File: src/rtl/uart_tx_arb_if.sv
// Requester/transmitter-side signal bundle for the UART transmit arbiter.
// master: requesters plus UART transmitter view; slave: the arbiter itself.
interface uart_tx_arb_if;
    logic [3:0]  req;
    logic [31:0] data_in;
    logic [3:0]  last;
    logic        tx_rdy;
    logic        tx_en;
    logic [7:0]  dout;
    logic [3:0]  ack;
    logic [1:0]  owner;
    logic        locked;
    logic        busy;

    modport master (
        output req, data_in, last, tx_rdy,
        input  tx_en, dout, ack, owner, locked, busy
    );

    modport slave (
        input  req, data_in, last, tx_rdy,
        output tx_en, dout, ack, owner, locked, busy
    );
endinterface

File: src/rtl/uart_tx_arb.sv
// Round-robin arbiter sharing one UART transmit path among four byte requesters,
// with packet locking and a guard timeout for a transmitter that never drops tx_rdy.
module uart_tx_arb #(
    parameter int unsigned GUARD = 16
) (
    input logic         clk,
    input logic         rst,
    uart_tx_arb_if.slave bus
);

    typedef enum logic [1:0] {StArb, StWaitLo, StWaitHi} state_e;

    state_e     state_q, state_d;
    logic [7:0] cnt_q, cnt_d;
    logic [7:0] dout_q, dout_d;
    logic       tx_en_q, tx_en_d;
    logic [3:0] ack_q, ack_d;
    logic [1:0] owner_q, owner_d;
    logic       locked_q, locked_d;

    logic [1:0] cand;
    logic [1:0] idx;
    logic       cand_ok;

    // Owner is searched last so the most recent winner has lowest priority.
    always_comb begin
        cand    = owner_q;
        cand_ok = 1'b0;
        idx     = owner_q;
        if (locked_q) begin
            cand_ok = bus.req[owner_q];
        end else begin
            for (int k = 1; k <= 4; k++) begin
                idx = owner_q + 2'(k);
                if (!cand_ok && bus.req[idx]) begin
                    cand    = idx;
                    cand_ok = 1'b1;
                end
            end
        end
    end

    always_comb begin
        state_d  = state_q;
        cnt_d    = cnt_q;
        dout_d   = dout_q;
        tx_en_d  = 1'b0;
        ack_d    = 4'b0000;
        owner_d  = owner_q;
        locked_d = locked_q;
        unique case (state_q)
            StArb: begin
                if (locked_q && !bus.req[owner_q]) begin
                    // Owner abandoned its packet: spend this cycle releasing the lock.
                    locked_d = 1'b0;
                end else if (cand_ok && bus.tx_rdy) begin
                    dout_d       = bus.data_in[{cand, 3'b000} +: 8];
                    tx_en_d      = 1'b1;
                    ack_d[cand]  = 1'b1;
                    owner_d      = cand;
                    locked_d     = ~bus.last[cand];
                    cnt_d        = 8'd0;
                    state_d      = StWaitLo;
                end
            end
            StWaitLo: begin
                if (!bus.tx_rdy) begin
                    state_d = StWaitHi;
                end else if (cnt_q == 8'(GUARD - 1)) begin
                    state_d = StArb;
                end else begin
                    cnt_d = cnt_q + 8'd1;
                end
            end
            StWaitHi: begin
                if (bus.tx_rdy) begin
                    state_d = StArb;
                end
            end
            default: state_d = StArb;
        endcase
    end

    always_ff @(posedge clk) begin
        if (rst) begin
            state_q  <= StArb;
            cnt_q    <= 8'd0;
            dout_q   <= 8'd0;
            tx_en_q  <= 1'b0;
            ack_q    <= 4'b0000;
            owner_q  <= 2'd3;
            locked_q <= 1'b0;
        end else begin
            state_q  <= state_d;
            cnt_q    <= cnt_d;
            dout_q   <= dout_d;
            tx_en_q  <= tx_en_d;
            ack_q    <= ack_d;
            owner_q  <= owner_d;
            locked_q <= locked_d;
        end
    end

    assign bus.tx_en  = tx_en_q;
    assign bus.dout   = dout_q;
    assign bus.ack    = ack_q;
    assign bus.owner  = owner_q;
    assign bus.locked = locked_q;
    assign bus.busy   = (state_q != StArb);

endmodule

File: src/flat_wrapper.sv
// flat-port wrapper written by rule: the top's interface ports become plain ports
module uart_tx_arb_flat 
#(
    parameter int unsigned GUARD = 16
)
  (clk, rst, bus_req, bus_data_in, bus_last, bus_tx_rdy, bus_tx_en, bus_dout, bus_ack, bus_owner, bus_locked, bus_busy);
  uart_tx_arb_if bus_i ();
  input logic clk;
  input logic rst;
  input wire logic [$bits(bus_i.req)-1:0] bus_req;
  input wire logic [$bits(bus_i.data_in)-1:0] bus_data_in;
  input wire logic [$bits(bus_i.last)-1:0] bus_last;
  input wire logic [$bits(bus_i.tx_rdy)-1:0] bus_tx_rdy;
  output wire logic [$bits(bus_i.tx_en)-1:0] bus_tx_en;
  output wire logic [$bits(bus_i.dout)-1:0] bus_dout;
  output wire logic [$bits(bus_i.ack)-1:0] bus_ack;
  output wire logic [$bits(bus_i.owner)-1:0] bus_owner;
  output wire logic [$bits(bus_i.locked)-1:0] bus_locked;
  output wire logic [$bits(bus_i.busy)-1:0] bus_busy;
  assign bus_i.req = bus_req;
  assign bus_i.data_in = bus_data_in;
  assign bus_i.last = bus_last;
  assign bus_i.tx_rdy = bus_tx_rdy;
  assign bus_tx_en = bus_i.tx_en;
  assign bus_dout = bus_i.dout;
  assign bus_ack = bus_i.ack;
  assign bus_owner = bus_i.owner;
  assign bus_locked = bus_i.locked;
  assign bus_busy = bus_i.busy;
  uart_tx_arb #(.GUARD(GUARD)) u_core (.clk(clk), .rst(rst), .bus(bus_i));
endmodule
File: config.mk
export PLATFORM = sky130hd
export DESIGN_NAME = uart_tx_arb_flat
export DESIGN_NICKNAME = d
export VERILOG_FILES = /design/src/rtl/uart_tx_arb_if.sv /design/src/rtl/uart_tx_arb.sv /design/src/flat_wrapper.sv
export SDC_FILE = /design/constraint.sdc
export NUM_CORES = 1
export LEC_CHECK = 0
export CORE_MARGIN = 2
export CORE_UTILIZATION = 39
export CTS_CLUSTER_DIAMETER = 100
export DETAILED_ROUTE_END_ITERATION = 10
export PLACE_DENSITY = 0.8
export RECOVER_POWER = 100
export SLEW_MARGIN = 20
export SYNTH_ARGS = -nofsm -noshare
export SYNTH_HDL_FRONTEND = slang
export SYNTH_SLANG_ARGS = --single-unit
File: constraint.sdc
create_clock -name clk -period 2.15 [get_ports clk]
set_input_delay 0.43 -clock clk [delete_from_list [all_inputs] [get_ports clk]]
set_output_delay 0.43 -clock clk [all_outputs]
set_load 0.005 [all_outputs]
==> results.py, run 1 <==
metrics = {
    "clock_tree": {
        "cts_tree": "built",
        "ctsHoldBuffers": 0,
        "cts.htree.levels": 1,
        "worstSkewPairLatency_ns": 0.27,
        "numCtsBuffers": 3,
        "clkSinkCount": 26,
        "cts-root-buf": "clkbuf_8",
        "clkSlewWorstSetupHoldPaths_ns": 0.09,
        "clockBufferDepth": 2,
    },
    "synthesis": {
        "synth_cell_types": 50,
        "synth_mux_area_share_pct": 15.4,
        "yosysSeqAreaShare_pct": 33.9,
        "synthAdderAreaFrac_pct": 0.814,
        "async_reset_ff_share_pct": 0,
        "ys.flop_type": "dfxtp_1",
        "synth_xor_area_share_pct": 4.56,
        "synth_edf_count": 0,
        "synth_seq_cells": 26,
        "syn-num-nets": 204,
        "avgSynthCellArea_um2": 9.60,
        "synth_compound_area_share_pct": 19.6,
        "ys_warn_count": 0,
        "syn_inst": 160,
        "synth_top_family_by_area": "simple AND/OR/NAND/NOR gates",
        "synthSimpleGateAreaFrac_pct": 21.3,
        "synthesis.area_um2": 1540,
    },
    "routing": {
        "vias_per_cell": 5.06,
        "drt-total-wl_mm": 4.16,
        "route.detailed.drc": 0,
        "drt-wirelength-per-cell_um": 13.9,
        "vias": 1507,
        "drt_iter0_markers": 95,
        "ant_nets": 0,
        "dr.pass1.iters": 4,
    },
    "setup_path": {
        "setup.worst_path.start_class": "input pin",
        "reg2reg_depth": 8,
        "path_class": "input pin to register",
        "regToRegSetupSlack_ns": 0.13,
        "critPathTopFamily": "compound AO/OA/AOI/OAI gates",
        "rr_endpoint": "u_core.bus.dout[1]",
        "critPathBufInv": 2,
        "reg2reg_from": "u_core.bus.owner[0]",
        "worstPathArrival_ns": 2.22,
        "cp.required_ns": 2.34,
        "cp-end-kind": "register",
        "max_stage_delay_ns": 0.47,
        "cp_slowest_cell": "clkdlybuf4s50_1",
        "path_cells": "clkdlybuf4s50_1, or3b_4, a2111oi_2, a22o_2, nand2b_4, buf_12, o221ai_1",
        "path_max_fanout": 10,
    },
    "global_routing": {
        "gr-usage-all-layers_pct": 20.7,
        "grt_pass1_wl_mm": 7.07,
        "grt_max_degree": 16,
        "grt_pass1_vias": 1524,
        "grt.overflow.total": 0,
        "antenna_found_initial": 0,
    },
    "sta": {
        "fmax_ghz": 0.493,
        "finalCritPeriodShare_pct": 94.4,
        "skew_ns": 0.00630,
        "hold_violations": 0,
        "setup_viol": 0,
        "tightest_slew_ns": 0.311,
        "slew_headroom_pct": 79.0,
        "fin_crit_ns": 2.03,
        "finalMaxSlewViolations": 0,
        "grt_setup_unrepaired": "no",
    },
    "placement": {
        "hpwlAfterDp_mm": 2.99,
        "place_congestion": 0.752,
        "io_buffers": 59,
        "dp.cells": 289,
    },
    "pwr": {
        "power_mw": 2.06,
        "powerDensity_nw_per_um2": 815,
        "p_leak_nw": 1.09,
        "ir_drop_v": 0.000394,
    },
    "run_status": {
        "status": "complete, no violations",
    },
    "floorplan": {
        "ioPinCount": 60,
        "start_util_pct": 41.3,
        "die-area_um2": 4460,
        "dieWidth_um": 66.8,
        "core_area_um2": 3720,
        "rows": 22,
        "fp.dieH_um": 66.8,
    },
    "min_path": {
        "min_path_cells": 2,
        "hp-class": "register to register",
        "hold_start": "u_core.bus.dout[4]",
        "min_to": "u_core.bus.dout[4]",
    },
    "run": {
        "drv_cap": 0,
    },
    "final_layout": {
        "n_antenna_cell": 0,
        "utilization_pct": 67.9,
        "instances_no_fill": 298,
        "syn_to_final_growth_pct": 64.3,
        "nNetsFinal": 295,
        "fillers": 308,
        "drive_above_1_share_pct": 24.4,
    },
}
==> synthesized netlist by cell type (2+ instances only) <==
cell type	n	share of area (%)
dfxtp_1	26	34
nor2_1	21	5.1
mux2i_1	18	12
nand2_1	12	2.9
o221ai_2	8	7.8
a21oi_1	6	2.0
inv_1	5	1.2
xor2_1	5	2.9
nand2b_1	4	1.6
buf_4	3	1.5
nand4_1	3	1.2
nor3_1	3	0.98
xnor2_1	3	1.7
a31oi_1	2	0.81
buf_6	2	1.5
o311ai_0	2	1.1
o31ai_1	2	0.98
or2b_1	2	0.98
or4_1	2	0.98
==> where the power goes <==
group	leakage (nW)	internal (mW)	total, mW	switching, mW
Sequential	0.212	0.568	0.638	0.0702
Combinational	0.847	0.617	1.02	0.405
Clock	0.0357	0.249	0.399	0.150
Total	1.09	1.43	2.06	0.625
==> registers in the layout, indices dropped and copies added (netlist names) <==
register / count
u_core.bus.dout: 8
u_core.cnt_q: 8
u_core.bus.ack: 4
u_core.bus.owner: 2
u_core.state_q: 2
u_core.bus.locked: 1
u_core.bus.tx_en: 1
==> per-stage QoR <==
step                      instance area (um2)  setup WS [ns]  setup TNS [ns]  hold WS (ns)
after floorplan                          1540          0.287               0         0.462
after global placement                   2380         -0.359           -5.97         0.451
after detailed placement                 2380         -0.457           -6.43         0.450
after CTS                                2530         0.0264               0         0.473
after global routing                     2520        0.00164               0         0.502
final                                    2520          0.121               0         0.467
==> worst max path at each step <==
stage	start	end	slack, ns	cells past startpoint
after floorplan	u_core.bus.owner[0]	u_core.bus.dout[0]	0.29	8
after global placement	bus_req[3]	u_core.bus.dout[5]	-0.36	9
after detailed placement	bus_req[0]	u_core.bus.dout[1]	-0.46	8
after CTS	bus_tx_rdy	u_core.bus.dout[1]	0.03	7
after global routing	bus_tx_rdy	u_core.bus.dout[3]	0.002	7
final	bus_tx_rdy	u_core.bus.dout[2]	0.12	7
==> placed cells by master (no fill, tap or decap), drive strengths merged, types with 2 or more instances in the layout <==
cell and instances:
nor3 4, xor2 5, dlygate4sd3 16, xnor2 3, buf 28, a31oi 2
a21oi 7, nor2 21, dlygate4sd2 3, o221ai 8, or4 2, or2b 2
clkdlybuf4s50 39, o31ai 2, nand2b 4, inv 5, dfxtp 26, o311ai 2
o21ai 3, clkbuf 8, nand4 3, nand2 13, mux2i 19
==> logic make-up after synthesis <==
group / after synthesis
and+or+nand+nor: 61
AOI/OAI and AO/OA: 32
DFF: 26
muxes: 21
buffers and inverters: 11
xor gates and xnor gates: 8
adders and majority gates: 1
==> layout make-up <==
type,count,area [um2],share of cell area (%)
multi-input combinational,123,972,38.5
timing repair buffer,92,880,34.8
sequential,26,523,20.7
tap,48,60.1,2.38
clock buffer,3,41.3,1.64
clock inverter,1,30.0,1.19
inverter,5,18.8,0.743
==> what timing repair did <==
action,4_1_cts,5_1_grt
pin swaps,2,2
cloned,1,0
endpoints found under the setup margin,12,12
gates resized for setup,10,6
setup buffers,2,2
==> worst reg2reg max path, cell delays in order, from the launching register on <==
cell	delay, ns
dfxtp_2	0.43
mux4_2	0.57
clkbuf_1	0.14
a21oi_1	0.12
clkbuf_1	0.20
o21a_1	0.21
buf_12	0.13
nand2_1	0.07
o221ai_2	0.07
==> layer usage <==
metal	track usage, %	part of all wire [%]	vias to the layer above
li1	-	-	768
met1	25.0	42	697
met2	37.6	52	38
met3	2.87	4.7	4
met4	6.63	1.2	0
met5	0	0	-
(Power assumes the default switching activity.)
==> inputs of run 2 (changes only) <==
- CORE_UTILIZATION: 39 -> 43
- PLACE_DENSITY: 0.8 -> 0.86
==> results.py, run 2 (synthesized netlist as in run 1, its figures left out) <==
metrics = {
    "global_routing": {
        "gr-usage-all-layers_pct": 20.7,
        "grt_pass1_vias": 1542,
        "grt_max_degree": 15,
        "grt_pass1_wl_mm": 6.78,
        "grt.overflow.total": 0,
        "antenna_found_initial": 0,
    },
    "sta": {
        "fmax_ghz": 0.482,
        "finalMaxSlewViolations": 0,
        "skew_ns": 0.00818,
        "slew_headroom_pct": 74.2,
        "tightest_slew_ns": 0.382,
        "setup_viol": 0,
        "fin_hold_ws_ns": 0.484,
        "hold_violations": 0,
        "fin_crit_ns": 2.07,
        "finalCritPeriodShare_pct": 96.4,
    },
    "clock_tree": {
        "clockBufferDepth": 2,
        "cts.htree.levels": 1,
        "clkSinkCount": 26,
        "clkSlewWorstSetupHoldPaths_ns": 0.14,
        "numCtsBuffers": 3,
        "cts_tree": "built",
        "worstSkewPairLatency_ns": 0.33,
        "cts-root-buf": "clkbuf_4",
    },
    "min_path": {
        "hp-class": "register to register",
        "min_path_cells": 2,
        "hold_start": "u_core.bus.dout[0]",
        "min_to": "u_core.bus.dout[0]",
    },
    "final_layout": {
        "final_common_cell": "clkdlybuf4s50_1",
        "n_antenna_cell": 0,
        "fillers": 250,
        "drive_above_1_share_pct": 23.2,
        "mostFrequentLayoutCells": "clkdlybuf4s50_1 (42), buf_4 (24), dfxtp_1 (24)",
        "syn_to_final_growth_pct": 58.9,
        "instances_no_fill": 292,
        "nNetsFinal": 291,
        "fin_area_um2": 2440,
        "multi_input_area_um2": 961,
        "regArea_um2": 523,
    },
    "setup_path": {
        "cp-end-kind": "register",
        "path_cells": "mux4_2, nor2_1, a21oi_2, mux2i_4, buf_4, o31ai_1, a31oi_1",
        "regToRegSetupSlack_ns": 0.08,
        "cp_slowest_cell": "mux4_2",
        "cp.required_ns": 2.37,
        "path_max_fanout": 6,
        "critPathBufInv": 1,
        "setup.worst_path.start_class": "register",
        "worstPathArrival_ns": 2.30,
        "path_class": "register to register",
        "reg2reg_from": "u_core.bus.owner[0]",
        "max_stage_delay_ns": 0.56,
        "critPathTopFamily": "multiplexers",
        "rr_endpoint": "u_core.bus.locked",
        "reg2reg_depth": 7,
    },
    "pwr": {
        "switching_share_pct": 33.5,
        "combPwrFrac_pct": 52.5,
        "switching_power_uw": 620,
        "ir_drop_v": 0.000392,
        "powerDensity_nw_per_um2": 758,
        "p_seq_share_pct": 34.1,
        "p_int_mw": 1.23,
        "power_mw": 1.85,
        "p_leak_nw": 1.06,
        "p_clk_share_pct": 13.5,
    },
    "run_status": {
        "status": "complete, no violations",
    },
    "floorplan": {
        "ioPinCount": 60,
        "start_util_pct": 45.3,
        "fp.dieH_um": 63.8,
        "dieWidth_um": 63.8,
        "core_area_um2": 3390,
        "rows": 21,
        "die-area_um2": 4070,
    },
    "run": {
        "drv_cap": 0,
    },
    "routing": {
        "route.detailed.drc": 0,
        "wl_met1_mm": 1.70,
        "wl_met3_um": 217,
        "topRoutingLayerUsed": "met4",
        "dr.pass1.iters": 4,
        "wl_met2_mm": 2.30,
        "drt-total-wl_mm": 4.25,
        "drt-wirelength-per-cell_um": 14.5,
        "vias": 1542,
        "ant_nets": 0,
        "drt_iter0_markers": 53,
        "vias_per_cell": 5.28,
    },
    "placement": {
        "io_buffers": 59,
        "dp.cells": 285,
        "place_congestion": 0.736,
        "hpwlAfterDp_mm": 3.08,
        "place_area_um2": 2350,
    },
}
==> run 2: changes by cell type in the layout (fill, tap and decap cells not counted), sizes merged, moves of 2 or more <==
cell,change
clkbuf,-4
dlygate4sd3,-3
dlygate4sd2,-2
dlymetal6s2s,+3
clkdlybuf4s50,+3
==> run 2: power groups by stage <==
stage / clock network (mW) / logic, mW / registers [mW]
after detailed placement: 0 / 0.938 / 0.635
after floorplan: 0 / 0.514 / 0.635
after global routing: 0.268 / 1.05 / 0.642
after CTS: 0.249 / 0.960 / 0.630
final: 0.250 / 0.971 / 0.631
after global placement: 0 / 0.916 / 0.636
==> run 2: how the worst max path moves through the flow <==
stage | start | to | slack [ns] | cells past startpoint
after global routing | u_core.bus.owner[0] | u_core.bus.dout[1] | -0.02 | 8
after detailed placement | bus_req[0] | u_core.bus.dout[5] | -0.46 | 8
after global placement | bus_req[0] | u_core.bus.dout[5] | -0.33 | 8
after floorplan | u_core.bus.owner[0] | u_core.bus.dout[0] | 0.29 | 8
final | u_core.bus.owner[0] | u_core.bus.locked | 0.08 | 7
after CTS | bus_req[2] | u_core.bus.locked | 0.01 | 8
==> run 2: timing repair <==
action | in CTS | in global routing
gates cloned | 0 | 2
hold buffers | 0 | 0
gates resized for setup | 4 | 16
endpoints found under the setup margin | 9 | 12
hold endpoints to repair | 0 | 0
buffers inserted | 1 | 0
pin swaps | 0 | 3
==> run 2: worst reg2reg max path, stage by stage, from the launching register on <==
cell and delay (ns):
dfxtp_2 0.44, mux4_2 0.56, nor2_1 0.13, a21oi_2 0.07, mux2i_4 0.20, buf_4 0.15, o31ai_1 0.31, a31oi_1 0.10
==> run 2: cell type report <==
type | count | area share [%]
Clock buffer | 4 | 1.49
Inverter | 5 | 0.769
Multi-Input combinational cell | 123 | 39.4
Sequential cell | 26 | 21.4
Tap cell | 46 | 2.36
Timing Repair Buffer | 88 | 34.6
==> run 2: per-stage QoR <==
step / setup slack (ns) / util (%) / setup TNS, ns
after floorplan: 0.287 / - / 0
after global placement: -0.327 / 69.5 / -4.65
after detailed placement: -0.465 / 69.5 / -5.62
after CTS: 0.0146 / 71.3 / 0
after global routing: -0.0205 / 72.0 / -0.0205
final: 0.0772 / 72.0 / 0
==> run 2: per-layer routing <==
layer | track usage [%] | vias to the layer above
met5 | 0 | -
met2 | 36.8 | 37
li1 | - | 762
met3 | 5.63 | 4
met1 | 24.8 | 739
met4 | 4.62 | 0
==> inputs of run 3 (changes only) <==
- CORE_UTILIZATION: 43 -> 40
- PLACE_DENSITY: 0.86 -> 0.81
==> results.py, run 3 (synthesized netlist as in run 1, its figures left out) <==
metrics = {
    "clock_tree": {
        "clockBufferDepth": 2,
        "numCtsBuffers": 3,
        "ctsHoldBuffers": 0,
        "clkSinkCount": 26,
        "cts.htree.levels": 1,
        "worstSkewPairLatency_ns": 0.26,
        "cts_tree": "built",
        "clkSlewWorstSetupHoldPaths_ns": 0.09,
        "cts-root-buf": "clkbuf_8",
    },
    "pwr": {
        "p_int_mw": 1.27,
        "power_mw": 1.91,
        "switching_share_pct": 33.5,
        "p_leak_nw": 1.07,
        "ir_drop_v": 0.000413,
        "combPwrFrac_pct": 52.2,
        "powerDensity_nw_per_um2": 764,
        "p_seq_share_pct": 33.8,
        "switching_power_uw": 639,
        "p_clk_share_pct": 14.0,
    },
    "global_routing": {
        "grt.overflow.total": 0,
        "grt_pass1_wl_mm": 6.55,
        "antenna_found_initial": 0,
        "gr-usage-all-layers_pct": 19.3,
        "grt_pass1_vias": 1478,
        "grt_max_degree": 14,
    },
    "placement": {
        "io_buffers": 59,
        "place_area_um2": 2360,
        "hpwlAfterDp_mm": 2.96,
        "dp.cells": 288,
        "place_congestion": 0.731,
        "dp_slack_ns": -0.420,
    },
    "floorplan": {
        "core_area_um2": 3690,
        "dieWidth_um": 66.0,
        "die-area_um2": 4350,
        "start_util_pct": 41.7,
        "rows": 22,
        "fp.dieH_um": 66.0,
        "ioPinCount": 60,
    },
    "sta": {
        "final.setup.tns_ns": 0,
        "hold_violations": 0,
        "skew_ns": 0.00654,
        "fmax_ghz": 0.494,
        "fin_hold_ws_ns": 0.472,
        "tightest_slew_ns": 0.383,
        "worst_slack_ns": 0.125,
        "finalMaxSlewViolations": 0,
        "setup_viol": 0,
        "slew_headroom_pct": 74.4,
        "finalCritPeriodShare_pct": 94.2,
        "fin_crit_ns": 2.02,
    },
    "final_layout": {
        "utilization_pct": 67.8,
        "drive_above_1_share_pct": 25.1,
        "multi_input_area_um2": 1020,
        "n_antenna_cell": 0,
        "fin_area_um2": 2500,
        "nNetsFinal": 293,
        "syn_to_final_growth_pct": 62.7,
        "mostFrequentLayoutCells": "clkdlybuf4s50_1 (39), dfxtp_1 (24), buf_4 (23)",
        "regArea_um2": 523,
        "fillers": 312,
        "final_common_cell": "clkdlybuf4s50_1",
        "instances_no_fill": 295,
    },
    "routing": {
        "vias": 1530,
        "route.detailed.drc": 0,
        "vias_per_cell": 5.19,
        "drt-total-wl_mm": 4.05,
        "drt-wirelength-per-cell_um": 13.7,
        "dr.pass1.iters": 4,
        "ant_nets": 0,
        "drt_iter0_markers": 43,
    },
    "run": {
        "drv_cap": 0,
    },
    "run_status": {
        "status": "complete, no violations",
    },
    "setup_path": {
        "path_class": "input pin to register",
        "worstPathArrival_ns": 2.22,
        "cp-end-kind": "register",
        "path_max_fanout": 4,
        "setup.worst_path.start_class": "input pin",
        "cp.required_ns": 2.34,
    },
    "min_path": {
        "hp-class": "register to register",
    },
}
## run 3: layout make-up
type                       instances  share of cell area (%)
clock buffer                       3                    1.65
sequential                        26                    20.9
tap                               48                    2.40
inverter                           5                   0.751
multi-input combinational        123                    40.6
timing repair buffer              90                    33.6
## run 3: worst max-delay path, stage by stage
cell and delay [ns]:
clkdlybuf4s50_1 0.48, or3b_4 0.41, a2111oi_4 0.33, a22o_4 0.23, nand2b_1 0.12, o31ai_1 0.06
a31oi_1 0.15
## run 3: final timing paths
path                       startpoint            endpoint  slack [ns]  cells after the start
hold reg to reg    u_core.bus.dout[5]  u_core.bus.dout[5]        0.47                      2
hold / removal     u_core.bus.dout[5]  u_core.bus.dout[5]        0.47                      2
setup reg to reg  u_core.bus.owner[1]  u_core.bus.dout[2]        0.13                      8
setup / recovery           bus_tx_rdy   u_core.bus.locked        0.13                      7
## run 3: layer usage
layer	share of wire, %	global-route usage (%)	up-vias
met3	4.8	3.24	6
met2	51	34.3	49
met4	0.62	3.06	0
met5	0	0	-
li1	-	-	761
met1	44	24.8	714
## run 3: power by group through the flow
stage | registers, mW | clock network (mW) | logic [mW]
finish | 0.645 | 0.268 | 0.997
global route | 0.656 | 0.298 | 1.08
CTS | 0.643 | 0.273 | 1.02
detailed placement | 0.646 | 0 | 0.927
global placement | 0.645 | 0 | 0.907
floorplan | 0.635 | 0 | 0.514
## run 3: repair_timing
| item | CTS | global route |
|---|---|---|
| endpoints found under the setup margin | 14 | 9 |
| gates resized for setup | 16 | 8 |
| gates cloned | 2 | 0 |
| pin swaps | 3 | 2 |
| setup buffers | 2 | 0 |
